--- config.mk ---
export PLATFORM = sky130hd
export DESIGN_NAME = alu_mul_sequencer
export DESIGN_NICKNAME = d
export VERILOG_FILES = /design/src/rtl/alu_mul_sequencer.sv
export SDC_FILE = /design/constraint.sdc
export NUM_CORES = 1
export LEC_CHECK = 0
export CAP_MARGIN = 20
export CORE_MARGIN = 2
export CORE_UTILIZATION = 35
export CTS_CLUSTER_DIAMETER = 150
export DETAILED_ROUTE_END_ITERATION = 7
export GPL_TIMING_DRIVEN = 0
export PLACE_DENSITY = 0.75
export SLEW_MARGIN = 10
export SYNTH_ARGS = -nofsm -noshare
export SYNTH_HDL_FRONTEND = slang
export SYNTH_SLANG_ARGS = --single-unit
--- constraint.sdc ---
create_clock -name clk -period 4.8 [get_ports clk]
set_input_delay 0.48 -clock clk [delete_from_list [all_inputs] [get_ports clk]]
set_output_delay 0.48 -clock clk [all_outputs]
set_load 0.005 [all_outputs]
--- src/rtl/alu_mul_sequencer.sv ---
// Shift-add MUL controller that borrows the shared EX-stage ALU.
// Produces the low DATA_WIDTH bits of in_a*in_b, one ALU op per granted cycle.
module alu_mul_sequencer #(
  parameter int DATA_WIDTH    = 32,
  parameter int OPCODE_LENGTH = 4,
  parameter logic [OPCODE_LENGTH-1:0] OP_ADD = 4'b0010,
  parameter logic [OPCODE_LENGTH-1:0] OP_SLL = 4'b0100,
  parameter logic [OPCODE_LENGTH-1:0] OP_SRL = 4'b0101
) (
  input  logic                     clk,
  input  logic                     reset,
  input  logic                     in_valid,
  output logic                     in_ready,
  input  logic [DATA_WIDTH-1:0]    in_a,
  input  logic [DATA_WIDTH-1:0]    in_b,
  output logic                     out_valid,
  input  logic                     out_ready,
  output logic [DATA_WIDTH-1:0]    out_result,
  output logic                     alu_req,
  input  logic                     alu_grant,
  output logic [OPCODE_LENGTH-1:0] alu_op,
  output logic [DATA_WIDTH-1:0]    alu_srca,
  output logic [DATA_WIDTH-1:0]    alu_srcb,
  input  logic [DATA_WIDTH-1:0]    alu_result
);

  typedef enum logic [2:0] {
    S_IDLE,
    S_CHECK,
    S_ADD,
    S_SHL,
    S_SHR,
    S_DONE
  } state_e;

  localparam logic [DATA_WIDTH-1:0] ONE =
    {{(DATA_WIDTH-1){1'b0}}, 1'b1};

  state_e                state_q, state_d;
  logic [DATA_WIDTH-1:0] acc_q, acc_d;
  logic [DATA_WIDTH-1:0] mcand_q, mcand_d;
  logic [DATA_WIDTH-1:0] mplier_q, mplier_d;

  always_ff @(posedge clk) begin
    if (reset) begin
      state_q  <= S_IDLE;
      acc_q    <= '0;
      mcand_q  <= '0;
      mplier_q <= '0;
    end else begin
      state_q  <= state_d;
      acc_q    <= acc_d;
      mcand_q  <= mcand_d;
      mplier_q <= mplier_d;
    end
  end

  always_comb begin
    state_d    = state_q;
    acc_d      = acc_q;
    mcand_d    = mcand_q;
    mplier_d   = mplier_q;
    in_ready   = 1'b0;
    out_valid  = 1'b0;
    out_result = '0;
    alu_req    = 1'b0;
    alu_op     = '0;
    alu_srca   = '0;
    alu_srcb   = '0;

    unique case (state_q)
      S_IDLE: begin
        in_ready = 1'b1;
        if (in_valid) begin
          mcand_d  = in_a;
          mplier_d = in_b;
          acc_d    = '0;
          state_d  = S_CHECK;
        end
      end
      S_CHECK: begin
        if (mplier_q == '0) state_d = S_DONE;
        else if (mplier_q[0]) state_d = S_ADD;
        else state_d = S_SHL;
      end
      S_ADD: begin
        alu_req  = 1'b1;
        alu_op   = OP_ADD;
        alu_srca = acc_q;
        alu_srcb = mcand_q;
        if (alu_grant) begin
          acc_d   = alu_result;
          state_d = S_SHL;
        end
      end
      S_SHL: begin
        alu_req  = 1'b1;
        alu_op   = OP_SLL;
        alu_srca = mcand_q;
        alu_srcb = ONE;
        if (alu_grant) begin
          mcand_d = alu_result;
          state_d = S_SHR;
        end
      end
      S_SHR: begin
        // logical shift guarantees mplier drains to zero
        alu_req  = 1'b1;
        alu_op   = OP_SRL;
        alu_srca = mplier_q;
        alu_srcb = ONE;
        if (alu_grant) begin
          mplier_d = alu_result;
          state_d  = S_CHECK;
        end
      end
      S_DONE: begin
        out_valid  = 1'b1;
        out_result = acc_q;
        if (out_ready) state_d = S_IDLE;
      end
      default: state_d = S_IDLE;
    endcase
  end

endmodule

==> metrics.csv, run 1 <==
stage;metric;value;unit
outcome;outcome;completed;
placement;GP Congestion;0.8818;
hold_path;Hold Startpoint;acc_q[19];
hold_path;Hold WC Path Type;reg -> reg;
flow_run;max_cap viols;0;
layout;antenna fix cells;0;
grt;global route overflow;0;
layout;commonest cells after routing, fill and taps aside;clkdlybuf4s50_1, nand2_1, dfxtp_1;
grt;first-pass GRT wire length;34.84;mm
grt;vias in the first global route;6288;
placement;IO Port Bufs;201;
worst_setup_path;crit-path cells;buf_2 -> inv_1 -> nand2b_1 -> buf_2 -> inv_2 -> buf_6 -> clkbuf_1 -> nand2_1 -> o21ai_0 -> clkdlybuf4s50_1;
sta;Worst Tran Pin Value;0.8409;ns
clocking;Post-CTS Setup Inserts;0;
layout;final core utilization;0.5181;
sta;TNS Setup;0;ns
routing;number of DRC markers in iteration 0;635;
clocking;clock buffer depth;2;
clocking;clock-pin slew on the worst setup and hold paths;0.08;ns
floorplanning;Ports;204;
yosys;Synth Net Count;838;
yosys;flip-flop and latch count after synthesis;99;
layout;Layout area overhead;45.64;%
worst_setup_path;Crit. Startpoint;state_q[0];
floorplanning;area of the die;17120;um^2
placement;DP Area;7913;um^2
grt;largest net degree at the start of global routing;17;
yosys;sequential area share after synthesis;0.3520;
floorplanning;Die X;130.8;um
clocking;TritonCTS buffer count;9;
worst_setup_path;Worst EP arrival;2.89;ns
layout;commonest non-fill, non-tap cell in the layout;clkdlybuf4s50_1;
floorplanning;Core Area;15830;um^2
sta;fin crit period;3.367;ns
power;pwr/cell area;354.1;nW/um^2
routing;vias per cell;5.606;
clocking;CTS tree;done;
layout;final instance area;8200;um^2
clocking;worst skew pair latency;0.36;ns
worst_setup_path;CP max-delay cell;clkbuf_1;
power;maximum VDD drop;0.2239;mV
yosys;Avg Cell Area, Syn;7.640;um^2
floorplanning;row count;46;
routing;Via Count;6559;
clocking;cts repair resizes;0;
grt;initial antenna violation count;0;
sta;Hold Violations, Final;0;
routing;Post-DRT Antenna Nets;0;
clocking;H-tree levels;3;
yosys;Post-Syn Area;5630;um^2
sta;fmax;0.2970;GHz
routing;post-DR wirelength/cell;20.15;um
yosys;YS warnings;0;
layout;fraction of layout instances using a drive strength above 1;0.07652;
yosys;Yosys cell types;33;
yosys;Mapped Cells;737;
routing;DRC viols;0;
worst_setup_path;Crit path largest cell delay;0.56;ns
worst_setup_path;Crit Reg-Reg Startpoint;state_q[1];
worst_setup_path;CP startpoint kind;flip-flop;
placement;hpwl dp;17.07;mm
sta;RSZ-0062 raised after global routing;false;
worst_setup_path;CP most frequent cell;buf_2;
routing;drt total wl;23.58;mm
sta;Setup violations, final;0;
sta;fin crit share;0.7014;
routing;first-pass iteration count of the detailed router;5;
layout;fin nets;1050;
clocking;CTS Hold Bufs;0;
power;Static Leak;2.948;nW
sta;fin. max-slew vios;0;
worst_setup_path;CP Class;reg -> out;
clocking;Root Driver;clkbuf_16;
worst_setup_path;WP data required;4.32;ns
sta;Worst Clk Skew;0.01191;ns
floorplanning;Starting Density;0.3557;
clocking;Sink Count;99;
worst_setup_path;critical path endpoint category;output port;
worst_setup_path;worst-path maximum fanout;10;
floorplanning;die height;130.8;um
grt;Total GRT Usage;0.2708;
sta;worst rel slew slack;0.4394;
power;Pwr Total;2.904;mW
[per-layer routing]
layer / vias to the layer above / GRT usage / routed length, um
met3: 60 / 0.05456 / 2269
met2: 388 / 0.4292 / 10700
met5: - / 0 / 0
li1: 3037 / - / -
met1: 3074 / 0.3595 / 9818
met4: 0 / 0.1158 / 794
[sequential cells by signal, indices dropped and copies added (netlist names)]
register / flops
mplier_q: 32
state_q: 3
mcand_q: 32
acc_q: 32
[metrics by stage]
step / cells / worst slack, ns / hold WS, ns
after floorplan: 737 / 2.948 / 0.4397
final: 1170 / 1.433 / 0.4636
after global placement: 1154 / 1.891 / 0.4477
after detailed placement: 1154 / 1.905 / 0.4548
after CTS: 1170 / 1.505 / 0.4638
after global routing: 1170 / 1.205 / 0.4828
[layout make-up]
type,instances,area (um^2)
plain buffers,78,359.1
fillers,1521,7627
flip-flops and latches,99,1982
inverters,2,7.507
clock inverters,5,35.03
repair buffers,201,2012
multi-input cells,558,3282
well taps,216,270.3
clock buffers,11,252.7
[kinds of logic (layout without fill, tap and decap cells)]
logic type | count (synthesis) | in the layout | synth area share
other cells | 1 | 1 | 0.0006660
simple gates | 383 | 383 | 0.3162
xor+xnor | 1 | 1 | 0.001556
buf+inv | 80 | 297 | 0.06511
compound gates | 137 | 137 | 0.2000
mux | 36 | 36 | 0.06444
flops | 99 | 99 | 0.3520
[Yosys cell counts]
cell	count	share of area
a21boi_0	1	0.0013
a21oi_1	33	0.029
a21oi_4	1	0.0029
a311oi_1	36	0.056
a311oi_2	28	0.075
and2_1	32	0.036
and3_1	31	0.034
and3b_1	1	0.0016
buf_1	2	0.0013
buf_2	14	0.012
buf_4	5	0.0067
buf_6	4	0.0080
clkbuf_1	53	0.035
conb_1	1	0.00067
dfxtp_1	99	0.35
inv_1	1	0.00067
inv_2	1	0.00067
mux2_2	2	0.0040
mux2i_1	34	0.060
nand2_1	167	0.11
nand2b_1	3	0.0033
nand3_1	33	0.029
nand4_1	34	0.038
nor2_1	69	0.046
nor2b_1	1	0.0011
nor3_1	1	0.00089
nor3_4	1	0.0029
nor4_1	9	0.010
o21ai_0	35	0.031
o22a_1	2	0.0031
o2bb2ai_1	1	0.0016
or3b_4	1	0.0020
xor2_1	1	0.0016
[worst max-delay path, delay by kind of cell (launching register included)]
family / cells / cell delay, ns
AO/OA/AOI/OAI: 1 / 0.13
buffers and inverters: 7 / 1.89
flip-flops: 1 / 0.30
AND/OR/NAND/NOR: 2 / 0.21
[final timing paths]
path | slack, ns | end | cells past startpoint
worst max-delay path | 1.43 | alu_srca[15] | 10
worst min-delay path | 0.46 | acc_q[19] | 2
worst max register to register | 2.70 | mcand_q[20] | 5
worst min register to register | 0.46 | acc_q[19] | 2
[where the power goes]
part           internal [mW]  total [mW]  switching [mW]
Clock                  0.383       0.725           0.343
Sequential             0.954        1.06           0.104
Combinational          0.434        1.12           0.686
Total                   1.77        2.90            1.13
(Power assumes the default switching activity.)
==> run 2: changes to the inputs <==
- PLACE_DENSITY: 0.75 -> 0.78
- clock period: 4.8 -> 2.95 ns (I/O delays scaled with it)
==> run 2 against run 1 <==
Against the previous run: setup slack lost 1.3 ns; final cell count barely moved; total power increased by 62%; critical path type unchanged; non-clock buffer count decreased by 1; clock power is 61% higher; sequential power up 62%; global-route usage decreased by 0.86 points; combinational power increased by 63%; first-iteration DRC count down 5.0%; count of clock-buffer cells in the layout shrank 2; utilization rose by 0.055 points; clock skew is 0.0035 ns lower.
==> metrics.csv, run 2 (synthesized netlist as in run 1, its figures left out) <==
stage;metric;value;unit
power;switching power;1.860;mW
routing;vias per cell;5.524;
sta;fin crit period;2.836;ns
sta;fmax;0.3526;GHz
layout;Fillers;1521;
grt;vias in the first global route;6088;
layout;fraction of layout instances using a drive strength above 1;0.08499;
worst_setup_path;WP data required;2.65;ns
sta;worst setup margin;0.1139;ns
worst_setup_path;Crit. Startpoint;state_q[2];
routing;Post-DRT Antenna Nets;0;
sta;Setup violations, final;0;
placement;Setup Slack @ Placement;0.2239;ns
placement;GP Congestion;0.9161;
grt;first-pass GRT wire length;33.96;mm
layout;final instance area;8209;um^2
sta;Hold Violations, Final;0;
clocking;clock buffer depth;2;
power;pwr/cell area;573.9;nW/um^2
worst_setup_path;CP max-delay cell;clkbuf_1;
clocking;clock-pin slew on the worst setup and hold paths;0.07;ns
power;Comb pwr share;0.387;
grt;largest net degree at the start of global routing;20;
layout;fin nets;1049;
power;Pwr Total;4.711;mW
layout;commonest cells after routing, fill and taps aside;clkdlybuf4s50_1, nand2_1, dfxtp_1;
worst_setup_path;crit-path cells;buf_4 -> nand2b_1 -> clkbuf_1 -> o21ai_0 -> clkdlybuf4s50_1;
power;Sequential Power Share;0.365;
worst_setup_path;Crit path max-delay family;buffers and inverters;
floorplanning;Starting Density;0.3557;
floorplanning;row count;46;
clocking;Post-CTS Setup Inserts;0;
worst_setup_path;CP Class;reg -> out;
layout;antenna fix cells;0;
worst_setup_path;worst-path maximum fanout;10;
sta;fin crit share;0.9614;
sta;worst hold slack;0.4654;ns
placement;IO Port Bufs;201;
floorplanning;Die X;130.8;um
clocking;worst skew pair latency;0.35;ns
sta;Worst Tran Pin Value;0.8397;ns
worst_setup_path;CP startpoint kind;flip-flop;
power;Switching Share;0.3949;
floorplanning;die height;130.8;um
clocking;H-tree levels;3;
routing;DRC viols;0;
sta;fin. max-slew vios;0;
clocking;CTS tree;done;
power;Int Pwr;2.851;mW
layout;final core utilization;0.5187;
hold_path;Hold WC Path Type;reg -> reg;
clocking;Sink Count;99;
power;Static Leak;2.963;nW
sta;TNS Setup;0;ns
layout;Layout area overhead;45.80;%
sta;RSZ-0062 raised after global routing;false;
clocking;TritonCTS buffer count;9;
placement;hpwl dp;16.98;mm
sta;Worst Clk Skew;0.008364;ns
floorplanning;area of the die;17120;um^2
outcome;outcome;completed;
layout;commonest non-fill, non-tap cell in the layout;clkdlybuf4s50_1;
layout;Post-Layout Cell Count;1169;
clocking;Root Driver;clkbuf_16;
worst_setup_path;FF-to-FF path depth;5;
layout;Top Registers;acc_q x32, mcand_q x32, mplier_q x32;
routing;post-DR wirelength/cell;19.71;um
power;Clock Power Share;0.248;
grt;global route overflow;0;
worst_setup_path;Crit path largest cell delay;0.56;ns
worst_setup_path;Levels on crit path;5;
worst_setup_path;WP buf/inv;3;
floorplanning;Core Area;15830;um^2
routing;drt total wl;23.04;mm
routing;Via Count;6458;
placement;DP Cell Count;1154;
floorplanning;Ports;204;
placement;DP Area;7913;um^2
power;maximum VDD drop;0.3715;mV
hold_path;worst hold path depth;2;
routing;number of DRC markers in iteration 0;603;
worst_setup_path;Worst EP arrival;2.54;ns
hold_path;Hold Startpoint;acc_q[0];
flow_run;max_cap viols;0;
worst_setup_path;critical path endpoint category;output port;
routing;first-pass iteration count of the detailed router;6;
grt;initial antenna violation count;0;
worst_setup_path;Crit Reg-Reg Startpoint;state_q[1];
grt;Total GRT Usage;0.2622;
sta;worst rel slew slack;0.4402;
## run 2: repair_timing
item,4_1_cts,5_1_grt
pin swaps,0,0
endpoints found under the setup margin,16,52
gates resized for setup,1,19
hold buffers,0,0
cloned,0,0
## run 2: worst paths after layout
path / endpoint / slack [ns]
worst min register to register: acc_q[0] / 0.47
worst max register to register: mcand_q[11] / 0.97
worst min-delay path: acc_q[0] / 0.47
worst max-delay path: alu_srca[6] / 0.11
## run 2: power groups by stage
stage | registers [mW] | clock network, mW | logic (mW)
final | 1.72 | 1.17 | 1.82
after global routing | 1.75 | 1.22 | 1.95
after CTS | 1.72 | 1.16 | 1.78
after detailed placement | 1.75 | 0 | 1.77
after global placement | 1.74 | 0 | 1.75
after floorplan | 1.69 | 0 | 1.08
## run 2: final cells by class
cell class / instances / area (um^2) / area share
buffer: 77 / 372.9 / 0.04542
clock buffer: 9 / 225.2 / 0.02743
clock inverter: 7 / 57.56 / 0.007011
inverter: 2 / 7.507 / 0.0009145
multi-input combinational: 558 / 3282 / 0.3998
sequential: 99 / 1982 / 0.2414
tap: 216 / 270.3 / 0.03292
timing repair buffer: 201 / 2012 / 0.2451
## run 2: worst min-delay path: cells and delay by family, from the launching register on
family	cells	cell delay (ns)
AO/OA/AOI/OAI	1	0.05
flip-flops	1	0.32
AND/OR/NAND/NOR	1	0.05
## run 2: metal layers
layer  share of wire  track usage
met1            0.44       0.3603
met2            0.45       0.4203
met3           0.086      0.03664
met4           0.022      0.09637
met5               0            0
